## config.mk

```make
export PLATFORM = sky130hd
export DESIGN_NAME = adder_operand_loader
export DESIGN_NICKNAME = d
export VERILOG_FILES = /design/src/rtl/adder_operand_loader.sv
export SDC_FILE = /design/constraint.sdc
export NUM_CORES = 1
export LEC_CHECK = 0
export CAP_MARGIN = 20
export CORE_UTILIZATION = 40
export DETAILED_ROUTE_END_ITERATION = 6
export PLACE_DENSITY = 0.82
export SLEW_MARGIN = 30
export SYNTH_ARGS = -nofsm -noshare
export SYNTH_HDL_FRONTEND = slang
export SYNTH_SLANG_ARGS = --single-unit
```

## constraint.sdc

```tcl
create_clock -name clk -period 1.51 [get_ports clk]
set_input_delay 0.302 -clock clk [delete_from_list [all_inputs] [get_ports clk]]
set_output_delay 0.302 -clock clk [all_outputs]
set_load 0.1 [all_outputs]
```

## src/rtl/adder_operand_loader.sv

```systemverilog
// Byte-serial loader for a combinational 64-bit adder.
//
// Sixteen bytes arrive little-endian over a valid/ready stream: eight for
// operand A, then eight for operand B. Carry-in comes with the last byte.
// The operands are held on the adder inputs for EXEC_CYCLES cycles. The
// sum and carry are then captured and offered on a valid/ready result port.
//
// state  | meaning
// -------+-----------------------------------------------------------
// LOAD_A | shifting operand A bytes into add_a
// LOAD_B | shifting operand B bytes into add_b; cin taken on last byte
// EXEC   | adder inputs held stable while the adder settles
// DONE   | result held on res_sum/res_cout until res_ready
module adder_operand_loader #(
  // Settle window in cycles; legal range 1..15 (fits the 4-bit exec counter).
  parameter int unsigned EXEC_CYCLES = 1
) (
  input  logic        clk,
  input  logic        rst,
  input  logic        in_valid,
  output logic        in_ready,
  input  logic [7:0]  in_data,
  input  logic        in_cin,
  output logic [63:0] add_a,
  output logic [63:0] add_b,
  output logic        add_cin,
  input  logic [63:0] add_sum,
  input  logic        add_cout,
  output logic        res_valid,
  input  logic        res_ready,
  output logic [63:0] res_sum,
  output logic        res_cout
);

  typedef enum logic [1:0] {LOAD_A, LOAD_B, EXEC, DONE} state_t;

  localparam logic [3:0] EXEC_LAST = 4'(EXEC_CYCLES - 1);

  state_t     state;
  state_t     state_nxt;
  logic [2:0] byte_cnt;
  logic [3:0] exec_cnt;
  logic       accept;
  logic       last_byte;
  logic       exec_last;

  assign last_byte = (byte_cnt == 3'd7);
  assign exec_last = (exec_cnt == EXEC_LAST);

  // State register.
  always_ff @(posedge clk) begin
    if (rst) state <= LOAD_A;
    else     state <= state_nxt;
  end

  // Next-state and stream handshake; in_ready is masked by reset so no
  // byte can be taken on the edge that reset is being applied.
  always_comb begin
    state_nxt = state;
    in_ready  = 1'b0;
    accept    = 1'b0;
    case (state)
      LOAD_A: begin
        in_ready = !rst;
        accept   = in_valid && !rst;
        if (accept && last_byte) state_nxt = LOAD_B;
      end
      LOAD_B: begin
        in_ready = !rst;
        accept   = in_valid && !rst;
        if (accept && last_byte) state_nxt = EXEC;
      end
      EXEC: begin
        if (exec_last) state_nxt = DONE;
      end
      DONE: begin
        if (res_ready) state_nxt = LOAD_A;
      end
      default: state_nxt = LOAD_A;
    endcase
  end

  // Operand shifting, counters and result capture.
  always_ff @(posedge clk) begin
    if (rst) begin
      byte_cnt  <= 3'd0;
      exec_cnt  <= 4'd0;
      add_a     <= 64'd0;
      add_b     <= 64'd0;
      add_cin   <= 1'b0;
      res_valid <= 1'b0;
      res_sum   <= 64'd0;
      res_cout  <= 1'b0;
    end else begin
      case (state)
        LOAD_A: begin
          if (accept) begin
            add_a    <= {in_data, add_a[63:8]};
            byte_cnt <= byte_cnt + 3'd1;
          end
        end
        LOAD_B: begin
          if (accept) begin
            add_b    <= {in_data, add_b[63:8]};
            byte_cnt <= byte_cnt + 3'd1;
            if (last_byte) begin
              add_cin  <= in_cin;
              exec_cnt <= 4'd0;
            end
          end
        end
        EXEC: begin
          exec_cnt <= exec_cnt + 4'd1;
          if (exec_last) begin
            res_sum   <= add_sum;
            res_cout  <= add_cout;
            res_valid <= 1'b1;
          end
        end
        DONE: begin
          if (res_ready) begin
            res_valid <= 1'b0;
            byte_cnt  <= 3'd0;
          end
        end
        default: ;
      endcase
    end
  end

endmodule

```

---- Word-level counts from Yosys, hierarchy flattened ----
Index checks and enable logic that the tools add are counted.
operators by class
  add/subtract/negate cells ............... 2
  multipliers ............................. 0
  divide/modulo/power cells ............... 0
  order comparisons ....................... 0
  equality and inequality tests ........... 11
  shift operators ......................... 0
  multiplexer cells ....................... 16
  bitwise logic cells ..................... 0
  reduce and logical (&&, ||, !) cells .... 17
operators by type and width
  cell                   count
  $ne A2 B2 Y1 const B   6
  $reduce_and A3 Y1      4
  $mux W2                4
  $mux W4                2
  $pmux W2 S4            1
  $pmux W4 S2            1
  $mux W3                2
  $pmux W3 S2            1
  $reduce_and A2 Y1      3
  $reduce_bool A2 Y1     3
  $add A4 B1 Y4 const B  1
  $eq A2 B2 Y1 const B   2
  $logic_not A4 Y1       1
  $mux W1                4
  $reduce_and A4 Y1      1
  $add A3 B1 Y3 const B  1
  $eq A3 B3 Y1 const B   1
  $eq A2 B1 Y1 const B   1
  $logic_and A1 B1 Y1    2
  $logic_not A2 Y1       1
  $ne A2 B1 Y1 const B   1
  $pmux W1 S2            1
  $reduce_or A2 Y1       1
  $logic_not A1 Y1       1
storage, ports and cells
  register bits ........................... 204
  bits in latches ......................... 0
  RAM bits ................................ 0
  bits in read-only memories .............. 0
  output and inout port bits .............. 196
  memories kept ........................... 0

---- Longest topological paths before layout ----
  depth in word-level cells ............... 5
  gate-level depth with buffers ........... 8
  depth with buffers taken out ............ 5

---- Worst setup path after synthesis ----
Ideal clock, no wire load.
  path kind ............................... input to output
  start ................................... input rst
  end ..................................... output in_ready
  arrival time ............................ 2.079 ns
  required time ........................... 1.208 ns
  slack ................................... -0.871 ns
  cell stages on the path ................. 4
  path buffers ............................ 3
  cells stage by stage .................... buf_2 -> clkbuf_1 -> clkbuf_1 -> nor2_1
between the ends
  longest elaborated chain between the ends .. 2
ends and longest elaborated chain
  element           RTL line  RTL
  from (decl)       19        input logic rst,
  $logic_not A1 Y1  64, 69
  $mux W1           -
  to (decl)         21        output logic in_ready,
No other way between the ends.

---- Worst setup path after layout ----
  start ................................... register state[0]
  end ..................................... output in_ready
between the ends
  longest elaborated chain between the ends .. 3
  elaborated cells on any way between the ends .. 4
  classes of those cells .................. eq/ne: 1; mux: 1; reduce/logical: 2
ends and longest elaborated chain
  element                                                  RTL line  RTL
  from (decl)                                              39        state_t state;
  from (signal assigned)                                   53        else state <= state_nxt;
  $eq A2 B1 Y1 / $logic_not A2 Y1 (equally long branches)  62        case (state)
  $reduce_or A2 Y1 (no line) (*)                           -
  $mux W1 (*)                                              -
Mark *: on every way between the ends. The rest lies on a longest branch, timed or not.

==> impl_metrics.json <==
{
  "yosysWarnings": 0,
  "dieHeight_um": 140,
  "numPortBuffers": 273,
  "syn_nets": 1003,
  "route.detailed.drc": 0,
  "worst-path-stages": 5,
  "pin_count": 274,
  "final_util_pct": 86.7,
  "cts_tree": "done",
  "drt_iter0_drc": 627,
  "slew_headroom_pct": 71.2,
  "grt_pass1_vias": 7680,
  "wl_per_cell_um": 25.4,
  "critical_path_buf_inv_count": 2,
  "layout-drive-gt1-share_pct": 50.5,
  "synth-simple-area-share_pct": 25.9,
  "r2r_cells": 8,
  "die_w_um": 140,
  "antenna_left": 0,
  "critPathSlowestCell": "dfxtp_4",
  "synth_top_area_share_pct": 53.7,
  "worst_slack_ns": -0.300,
  "p_per_area_nw_per_um2": 744,
  "reg2reg_slack_ns": -0.29,
  "wl_met2_mm": 19.8,
  "dp_hpwl_mm": 16.8,
  "required_ns": 1.21,
  "dp_cells": 1397,
  "synth_area_leaders": "dfxtp_1 54%, nand2_1 13%, nand2b_1 11%",
  "async_flop_share_pct": 0,
  "worstSetupStartpointType": "flop",
  "stdcell_count": 1515,
  "viasPerCell": 5.76,
  "rsz0062_at_grt": "yes",
  "synth_compound_area_share_pct": 14.7,
  "fmax_mhz": 552,
  "hold_buffers": 0,
  "gp_congestion": 0.778,
  "failed_checks": "negative setup slack",
  "fin_crit_ns": 1.81,
  "r2r-start": "exec_cnt[1]$_SDFFE_PP0P_",
  "crit_end": "in_ready",
  "dr.max_layer_used": "met4",
  "tns_ns": -31.91,
  "synth-main-ff-cell": "dfxtp_1",
  "globalRouteOverflowTotal": 0,
  "critPathKind": "reg -> out",
  "grt_max_degree": 70,
  "worstPathCellList": "inv_4 -> ha_4 -> nor2_4 -> nor2_4 -> buf_12",
  "leakage_nw": 6.45,
  "p_comb_share_pct": 9.7,
  "root_buffer": "clkbuf_16",
  "synthMuxAreaShare_pct": 0.395,
  "antenna_cells": 0,
  "clock_path_buffers": 3,
  "switching_share_pct": 25.0,
  "cts.sinks": 204,
  "reg2reg_to": "res_sum[48]$_SDFFE_PP0P_",
  "synthAdderAreaFrac_pct": 1.32,
  "finalCritPeriodShare_pct": 120,
  "die-area_um2": 19600,
  "synth_xor_area_share_pct": 0,
  "arrival_ns": 1.51,
  "postSynthAreaPerCell_um2": 8.30,
  "yosys.area.top_type": "dfxtp_1",
  "num_rows": 50,
  "start_util_pct": 40.8,
  "peakVddDrop_uv": 799,
  "hold_path_class": "in -> reg",
  "clk_pin_slew_ns": 0.07,
  "p_seq_share_pct": 45.6,
  "internal-power_mw": 9.03,
  "synth_edf_count": 0,
  "synth-seq-cells": 204,
  "nFillCells": 725,
  "syn_inst": 917,
  "switchingPower_mw": 3.01,
  "grt_first_pass_wirelength_mm": 41.3,
  "drv_cap": 0,
  "status": "finished, violations left",
  "setup_viol": 227,
  "crit_family": "flip-flops",
  "startpoint": "state[0]$_SDFFE_PP0P_",
  "antenna_found_initial": 0,
  "cts_made_buffers": 22,
  "timing.critical_path.mode_cell": "nor2_4",
  "wl_met3_mm": 3.02,
  "synth_top_family_by_area": "simple AND/OR/NAND/NOR gates",
  "power.total_mw": 12.0,
  "cts.htree.levels": 1,
  "final_common_cell": "buf_12",
  "coreArea_um2": 18600,
  "worstMarginPinSlew_ns": 0.431,
  "path_max_fanout": 4,
  "nets": 1352,
  "skew_ns": 0.0243,
  "wl_met1_mm": 13.5,
  "synth.distinct_cells": 34,
  "firstDrtPassIters": 5,
  "clock_latency_ns": 0.52,
  "synth_area_um2": 7610,
  "ys_seq_area_share_pct": 53.7,
  "maxSlewViolCount": 0,
  "p_clk_share_pct": 44.7,
  "wl_mm": 38.5,
  "finalHoldViolations": 0,
  "cp-end-kind": "output pin",
  "cp_slowest_stage_delay_ns": 0.39,
  "grt_usage_pct": 26.5,
  "layout_common_cells": "221 x buf_12, 201 x dfxtp_1, 134 x nand2b_1",
  "vias": 8722,
  "min_delay_path_depth": 2,
  "synthToLayoutAreaGrowth_pct": 112
}
timing repair:
action                                  4_1_cts  5_1_grt
pin swaps                                     9       55
endpoints found under the setup margin       70      202
hold endpoints to repair                      0        0
setup buffers                                12       26
cloned                                       12       35
gates resized for setup                      85      455
sequential cells by signal (all words and copies together) (netlist names):
name and count:
res_sum 64, add_b 64, res_cout 1, byte_cnt 3, state 2, add_cin 1, add_a 64, exec_cnt 4
res_valid 1
cells by family after synthesis:
kind of cell	after synthesis
AND/OR/NAND/NOR	417
adder cells (fa/ha/maj)	8
multiplexers	3
buffers and inverters	71
AO/OA/AOI/OAI	214
flip-flops	204
through the flow:
stage | worst slack (ns) | hold WS (ns) | instance area (µm²)
2_1_floorplan | -0.00983 | 0.411 | 7660
3_3_place_gp | -0.200 | 0.479 | 12800
3_5_place_dp | -0.255 | 0.483 | 12800
4_1_cts | -0.332 | 0.0745 | 14000
5_1_grt | -0.316 | 0.0949 | 16200
6_report | -0.300 | 0.0943 | 16200
worst min path at each step:
stage / startpoint / to
CTS: rst / byte_cnt[1]$_SDFFE_PP0P_
global route: rst / byte_cnt[1]$_SDFFE_PP0P_
detailed placement: res_sum[44]$_SDFFE_PP0P_ / res_sum[44]$_SDFFE_PP0P_
floorplan: in_data[0] / add_a[56]$_SDFFE_PP0P_
global placement: res_sum[52]$_SDFFE_PP0P_ / res_sum[52]$_SDFFE_PP0P_
finish: rst / byte_cnt[1]$_SDFFE_PP0P_
routing by layer:
layer	vias to the layer above	track usage, %
li1	3712	-
met1	4297	29.6
met2	534	48.3
met3	179	6.77
met4	0	10.0
met5	-	0
synth_stat cells, types with 2 or more instances:
| library cell | number |
|---|---|
| buf_4 | 2 |
| o211ai_1 | 2 |
| a311oi_1 | 2 |
| a21oi_1 | 72 |
| clkbuf_1 | 34 |
| nand2_1 | 260 |
| buf_2 | 26 |
| nand3_1 | 7 |
| inv_1 | 5 |
| and3b_1 | 2 |
| a32oi_1 | 2 |
| ha_1 | 8 |
| nand2b_1 | 135 |
| o21ai_0 | 129 |
| buf_1 | 4 |
| a31oi_1 | 2 |
| nor2_1 | 3 |
| dfxtp_1 | 204 |
| mux2i_1 | 3 |
final cells by class:
cell class,instances,area [µm²],share of cell area [%]
clock buffer,31,624,3.86
clock inverter,8,76.3,0.472
inverter,5,23.8,0.147
multi-input combinational,644,4470,27.7
sequential,204,4090,25.3
tap,234,293,1.81
timing repair buffer,389,6580,40.7
worst reg2reg max path: stages, from the launching register on:
cell	delay (ns)
dfxtp_1	0.33
inv_1	0.12
ha_4	0.16
buf_4	0.14
and4bb_4	0.38
buf_12	0.16
buf_12	0.12
nand2_2	0.10
a21oi_2	0.20
power groups by stage:
stage | clock (mW) | sequential (mW) | combinational, mW
2_1_floorplan | 0 | 5.84 | 0.209
3_3_place_gp | 0 | 5.59 | 0.924
3_5_place_dp | 0 | 5.60 | 0.932
4_1_cts | 5.31 | 5.48 | 0.997
5_1_grt | 5.62 | 5.49 | 1.20
6_report | 5.38 | 5.48 | 1.17
Power figures use the tool's default switching activity.
